**src/rtl/f1_pkg.sv**
```systemverilog
// Shared definitions for the F1 start-light game: state encoding and ms count limits.
package f1_pkg;

  localparam int unsigned MS_W   = 14;
  localparam int unsigned MS_MAX = 9999;

  typedef enum logic [1:0] {
    IDLE,
    ARMED,
    TIMING,
    DONE
  } state_t;

endpackage

```
**src/rtl/reaction_timer_edge_detect.sv**
```systemverilog
// Synchronous rising-edge detector; the history register resets to RST_VAL so a
// level already high at reset release is not seen as an edge.
module edge_detect #(
  parameter logic RST_VAL = 1'b0
) (
  input  logic clk,
  input  logic rst_n,
  input  logic din,
  output logic rise
);

  logic din_d;

  // rise is registered, so a press reaches the FSM one cycle after the input rises.
  always_ff @(posedge clk) begin
    if (!rst_n) begin
      din_d <= RST_VAL;
      rise  <= 1'b0;
    end else begin
      din_d <= din;
      rise  <= din & ~din_d;
    end
  end

endmodule

```
**src/rtl/reaction_timer.sv**
```systemverilog
// Reaction timer: measures ms from lights-out to the stop press, flags jump starts
// and timeouts, and keeps the best (lowest) valid time since reset or clear.
module reaction_timer
  import f1_pkg::*;
#(
  parameter int unsigned CNT_W  = MS_W,
  parameter int unsigned MAX_MS = MS_MAX
) (
  input  logic             sysclk,
  input  logic             rst_n,
  input  logic             tick_ms,
  input  logic             arm,
  input  logic             lights_out,
  input  logic             stop,
  input  logic             clear_best,
  output logic [CNT_W-1:0] react_ms,
  output logic [CNT_W-1:0] best_ms,
  output logic             valid,
  output logic             jump_start,
  output logic             timeout,
  output logic             new_best,
  output logic             running
);

  localparam logic [CNT_W-1:0] MAX_C = CNT_W'(MAX_MS);

  state_t           state, state_n;
  logic [CNT_W-1:0] count, count_n;
  logic [CNT_W-1:0] react_n, best_n, result;
  logic             valid_n, jump_n, timeout_n, new_best_n, latch;
  logic             press;

  edge_detect #(.RST_VAL(1'b1)) u_stop_edge (
    .clk   (sysclk),
    .rst_n (rst_n),
    .din   (stop),
    .rise  (press)
  );

  always_comb begin
    state_n    = state;
    count_n    = count;
    react_n    = react_ms;
    best_n     = best_ms;
    valid_n    = valid;
    jump_n     = jump_start;
    timeout_n  = timeout;
    new_best_n = 1'b0;
    latch      = 1'b0;
    result     = count;

    unique case (state)
      IDLE: ;
      ARMED: begin
        if (press) begin
          state_n = DONE;
          jump_n  = 1'b1;
          valid_n = 1'b0;
        end else if (lights_out) begin
          state_n = TIMING;
          count_n = '0;
        end
      end
      TIMING: begin
        if (press) begin
          state_n = DONE;
          react_n = count;
          valid_n = 1'b1;
          latch   = 1'b1;
        end else if (tick_ms) begin
          if (count >= MAX_C) begin
            state_n   = DONE;
            react_n   = MAX_C;
            timeout_n = 1'b1;
            valid_n   = 1'b1;
          end else begin
            count_n = count + 1'b1;
          end
        end
      end
      DONE: ;
      default: state_n = IDLE;
    endcase

    // arm overrides everything above, including any result latched this cycle.
    if (arm) begin
      state_n   = ARMED;
      count_n   = '0;
      valid_n   = 1'b0;
      jump_n    = 1'b0;
      timeout_n = 1'b0;
      react_n   = react_ms;
      latch     = 1'b0;
    end

    if (latch && (result < best_ms)) begin
      best_n     = result;
      new_best_n = 1'b1;
    end

    if (clear_best) begin
      best_n     = MAX_C;
      new_best_n = 1'b0;
    end
  end

  always_ff @(posedge sysclk) begin
    if (!rst_n) begin
      state      <= IDLE;
      count      <= '0;
      react_ms   <= '0;
      best_ms    <= MAX_C;
      valid      <= 1'b0;
      jump_start <= 1'b0;
      timeout    <= 1'b0;
      new_best   <= 1'b0;
      running    <= 1'b0;
    end else begin
      state      <= state_n;
      count      <= count_n;
      react_ms   <= react_n;
      best_ms    <= best_n;
      valid      <= valid_n;
      jump_start <= jump_n;
      timeout    <= timeout_n;
      new_best   <= new_best_n;
      running    <= (state_n == TIMING);
    end
  end

endmodule

```
**config.mk**
```make
export PLATFORM = sky130hd
export DESIGN_NAME = reaction_timer
export DESIGN_NICKNAME = d
export VERILOG_FILES = /design/src/rtl/f1_pkg.sv /design/src/rtl/reaction_timer_edge_detect.sv /design/src/rtl/reaction_timer.sv
export SDC_FILE = /design/constraint.sdc
export NUM_CORES = 1
export LEC_CHECK = 0
export CAP_MARGIN = 25
export CORE_MARGIN = 1
export CORE_UTILIZATION = 55
export CTS_BUF_LIST = sky130_fd_sc_hd__clkbuf_4
export CTS_CLUSTER_DIAMETER = 40
export DETAILED_ROUTE_END_ITERATION = 10
export GPL_ROUTABILITY_DRIVEN = 0
export PLACE_DENSITY = 0.82
export SYNTH_ARGS = -nofsm -noshare
export SYNTH_HDL_FRONTEND = slang
export SYNTH_SLANG_ARGS = --single-unit
```
**constraint.sdc**
```tcl
create_clock -name sysclk -period 3.6 [get_ports sysclk]
set_input_delay 0.54 -clock sysclk [delete_from_list [all_inputs] [get_ports sysclk]]
set_output_delay 0.54 -clock sysclk [all_outputs]
set_load 0.03 [all_outputs]
```
* Yosys cells after proc, flatten, opt, wreduce, memory -nomap -nowiden *
Index checks and enable logic that the tools add are counted.
W data, S select, Z words.

cells by class
  add/subtract/negate cells = 1
  $lt $le $gt $ge = 2
  eq/ne operators = 11
  mux-type cells = 25
  bitwise gates (word level) = 5
  reduce and logical (&&, ||, !) cells = 11

operators with widths
  kind                     count
  $mux W14                 8
  $pmux W14 S2             1
  $add A14 B1 Y14 const B  1
  $ge A14 B14 Y1 const B   1
  $lt A14 B14 Y1           1
  $mux W2                  6
  $reduce_and A4 Y1        3
  $ne A2 B2 Y1 const B     5
  $mux W1                  8
  $ne A3 B2 Y1 const B     2
  $reduce_and A6 Y1        1
  $reduce_bool A2 Y1       3
  $eq A2 B2 Y1 const B     2
  $not A1 Y1               4
  $pmux W2 S2              1
  $reduce_or A2 Y1         2
  $eq A2 B1 Y1 const B     1
  $ne A2 B1 Y1 const B     1
  $pmux W1 S2              1
  $reduce_and A2 Y1        1
  $and A1 B1 Y1            1
  $logic_and A1 B1 Y1      1

word-level totals
  flip-flop bits (word level) = 51
  logic and storage cells = 66

* Longest topological paths before layout *
  depth after elaboration = 7
  depth in mapped cells = 9
  mapped depth without buffers = 7

* Cells and area by module *
A second synthesis with hierarchy kept.

second synthesis, totals
  cells, all modules = 300
  area total of the unflattened synthesis = 2580.0 µm²

by module, submodules not included
  module          instances  cells each  area each (µm²)  seq. area each (µm²)
  reaction_timer  1          296         2524.9           980.9
  edge_detect     1          4           55.1             40.0

* Worst setup path after synthesis *
Ideal clock, no wire load.

  path kind = reg-to-reg
  start = reg best_ms[3]
  end = reg new_best
  library setup time = 0.085 ns
  arrival = 2.208 ns
  slack = 1.307 ns
  stages on the path, launching flop included = 8
  clock period less this slack = 2.293 ns
  cell sequence = dfxtp_1 > inv_1 > ha_1 > a211oi_1 > nand2_1 > o221ai_1 > nand3_1 > nor3b_1

between the ends
  word-level cells in the longest chain between the ends = 3

RTL lines
  item                    line                   RTL
  start, declared         reaction_timer.sv:17   output logic [CNT_W-1:0] best_ms,
  start signal, assigned  reaction_timer.sv:122  best_ms <= best_n;
  $lt A14 B14 Y1          reaction_timer.sv:96   if (latch && (result < best_ms)) begin
  $logic_and A1 B1 Y1     reaction_timer.sv:96
  $mux W1                 reaction_timer.sv:96
  end signal, assigned    reaction_timer.sv:126  new_best <= new_best_n;
  end, declared           reaction_timer.sv:21   output logic new_best,

No other way between the ends.
A chain may end at the register's enable or synchronous reset.

* Worst setup path after layout *
  start = reg state[0]
  end = reg new_best

between the ends
  word-level cells in the longest chain between the ends = 5

RTL lines
  item                    line                   RTL
  start, declared         reaction_timer.sv:27   state_t state, state_n;
  start signal, assigned  reaction_timer.sv:119  state <= state_n;
  $eq A2 B2 Y1            reaction_timer.sv:52   unique case (state)
  $mux W1                 reaction_timer.sv:52
  $mux W1                 reaction_timer.sv:86   if (arm) begin
  $logic_and A1 B1 Y1     reaction_timer.sv:96
  $mux W1                 reaction_timer.sv:96

No other way between the ends.

==> impl_summary.txt <==
----------------------------------------------------
[Run status]
  Result of the run ... complete, but fails checks
  Violated checks ... design-rule violations

[Clock network]
  Clk root buf ... sky130_fd_sc_hd__clkbuf_4
  # H-tree levels ... 2
  Source-to-sink clock delay at the later pin of the worst-skew pair ... 0.36 ns
  Clock buffers created by TritonCTS ... 5
  Post-cts sizing count ... 0
  Clock Sink Count ... 51
  Hold_buf cts ... 0
  Longest Clk Path Bufs ... 2
  Post-CTS setup buffer count ... 0
  Clock transition at the registers of the reported paths ... 0.14 ns
  Clock tree from TritonCTS ... built

[Logic synthesis]
  Syn_nets ... 320
  Syn Area/Cell ... between 8 and 9 sq um
  Number of standard cells after synthesis ... just under 300
  Yosys cell types ... 43
  Number of synthesized register bits ... 51
  Synth top area cells ... sky130_fd_sc_hd__dfxtp_1 40%, sky130_fd_sc_hd__ha_1 8.2%, sky130_fd_sc_hd__a21oi_1 4.3%
  Biggest area consumer among synthesized cells ... sky130_fd_sc_hd__dfxtp_1
  Number of warning messages in the yosys log ... 0
  Total standard cell area after synthesis ... ~2600 sq um
  Sequential-to-total area share from yosys stat ... between 30% and 40%
  Yosys top cell area share ... 39.5%

[Placement]
  Half-perimeter wire length after detailed placement ... between 4 and 5 mm
  Port Buffers ... 39
  Placed Cells incl. Taps ... between 300 and 400

[Power]
  Max IR drop VDD ... around 200 uV
  Leakage power ... 1.18 nW
  Areal power density over the cells ... 283 nW/um^2

[Critical path]
  Worst EP required ... a little under 4 ns
  Worst-path fanout max ... 11
  Endpoint class of the critical path ... register
  Arrival time reported for the critical path endpoint ... 2.97 ns
  Largest stage delay, worst path ... ~0.46 ns
  Cell type group with the largest total delay on the critical path ... simple AND/OR/NAND/NOR gates
  CP Launch Type ... register
  Number of buffer and inverter instances along the worst setup path ... 1
  Slowest stage cell on the critical path ... sky130_fd_sc_hd__or2_2
  Cell chain of the critical path ... inv_1 -> ha_1 -> nand2_1 -> or2_2 -> nor2_2 -> nand3_1 -> nor3b_1
  Critical Setup Path Class ... reg2reg

[Job]
  Maximum capacitance violations ... 0

[Global route]
  Maximum number of pins on one net before global-route repair ... 28
  First-pass GRT wire length ... ~9.9 mm
  Number of antenna violations at the first check in global routing ... 0
  Vias in the first global route ... 2,194
  Overall overflow remaining after global route ... 0
  Global router's overall resource usage ... 24.5%

[Cells and area]
  Area growth from synthesis to layout ... 17.9%
  Layout cells sized above 1 ... between 6 and 7%
  Non-filler cells in the finished layout ... ~380
  Commonest cells after routing, fill and taps aside ... 51 x sky130_fd_sc_hd__dfxtp_1, 39 x sky130_fd_sc_hd__clkdlybuf4s50_1, 24 x sky130_fd_sc_hd__nand2_1
  Count of inserted antenna diode cells ... 0
  Nets ... between 300 and 400
  Most common cell after layout, fill and taps aside ... sky130_fd_sc_hd__dfxtp_1

[Floorplan]
  Number of I/O pins ... 40
  Core Box Area ... 4440 sq um
  Starting density of the core ... 58.1%
  Die Footprint ... approximately 5000 sq um
  Number of rows in the core area ... 24
  Vertical die dimension ... 70.5 um
  DIE WIDTH ... 70.5 um

[Timing]
  Hold violation total from the final report ... 0
  Setup repair after global routing missed its margin ... no
  Transition time of the tightest slew-check pin ... 0.665 ns
  Final-layout setup total negative slack ... 0 ns
  Time the worst path needs with I/O delays and setup ... roughly 2.7 ns
  Setup-violating endpoint count in the final report ... 0
  Slew margin rel. ... 55.7%
  Final Max Tran Viols ... 0
  Portion of the clock cycle consumed by the worst path in the final layout ... 74.6%
  Maximum clock frequency ... 372 MHz
  Skew final ... approximately 0.015 ns

[Routing]
  Post-detailed-route count of antenna-violating nets ... 0
  Final routed wirelength across all metal layers ... 5.87 mm
  1st-iter DRT viols ... 291
  Detailed-route wire length per cell ... 15.4 um
  Pre-antenna DRT Iters ... 8
  Via-to-Cell Ratio ... roughly 6.3
  Number of DRC violations after detailed routing ... 6
  Via count ... between 2,000 and 2,500

[Worst hold path]
  Worst hold path type ... reg2reg

----------------------------------------------------
final cells by class:
cell class	instances	area [sq um]
Timing Repair Buffer	42	413
Multi-Input combinational cell	214	1440
Clock inverter	2	8.76
Clock buffer	5	37.5
Inverter	16	60.1
Fill cell	372	1400
Sequential cell	51	1020
Tap cell	52	65.1
per-layer routing:
| layer | wire [um] | global-route usage, % | share of wire (%) | vias to the layer above |
|---|---|---|---|---|
| met1 | 2570 | 30.7 | 44 | 1113 |
| met3 | 409 | 4.13 | 7.0 | 14 |
| met2 | 2770 | 42.5 | 47 | 88 |
| met5 | 0 | 0 | 0 | - |
| met4 | 111 | 8.89 | 1.9 | 0 |
| li1 | - | - | - | 1178 |
per-stage QoR:
step | setup slack [ns] | utilization (%) | area, sq um | power (mW) | hold WS (ns)
after floorplan | 1.31 | - | 2580 | 0.616 | 0.367
after global placement | 1.01 | 67.5 | 3000 | 0.634 | 0.372
after detailed placement | 0.919 | 67.5 | 3000 | 0.635 | 0.374
after CTS | 0.925 | 68.6 | 3050 | 0.869 | 0.394
after global routing | 0.666 | 68.6 | 3050 | 0.897 | 0.413
final | 0.914 | 68.6 | 3050 | 0.861 | 0.391
cell families after synthesis:
kind of cell	Yosys count	share of synthesized area, %
fa+ha+maj	17	8.23
compound gates	91	24.3
buf+inv	31	4.70
mux	6	2.32
simple gates	100	21.0
flops	51	39.5
synth_stat cells (all sizes together):
library cell	instances
dfxtp	51
nand2	24
a21oi	22
o21ai	19
ha	17
inv	16
nand3	14
clkbuf	11
or3	10
o221a	9
a31oi	8
nand4	8
nor2	8
nor4	8
a21boi	6
a22oi	6
mux2i	6
nand2b	5
and3	4
buf	4
o21a	4
o31ai	4
or4	4
a211oi	3
and2	3
nor2b	3
nor3	3
nor3b	2
o211ai	2
or2	2
a21o	1
a2bb2oi	1
nor4bb	1
o2111ai	1
o211a	1
o221ai	1
o22a	1
o22ai	1
o311a	1
or4b	1
registers in the layout, indices dropped and copies added, names as in the netlist:
register,count
running,1
state,2
react_ms,14
best_ms,14
count,14
jump_start,1
u_stop_edge.din_d,1
valid,1
new_best,1
timeout,1
u_stop_edge.rise,1
power by group:
part	total (mW)	leakage (nW)	switching (mW)	internal [mW]
combinational	0.0539	0.742	0.0330	0.0209
sequential	0.570	0.412	0.00241	0.567
clock	0.238	0.0285	0.168	0.0697
total	0.861	1.18	0.203	0.658
worst paths after layout:
| kind | slack (ns) | start | cells past startpoint | endpoint |
|---|---|---|---|---|
| worst max-delay path | 0.91 | state[0] | 7 | new_best |
| worst max register to register | 0.91 | state[0] | 7 | new_best |
| worst min-delay path | 0.39 | u_stop_edge.din_d | 1 | u_stop_edge.rise |
| worst min register to register | 0.39 | u_stop_edge.din_d | 1 | u_stop_edge.rise |
Note: power is estimated with default switching activity, not from simulation.
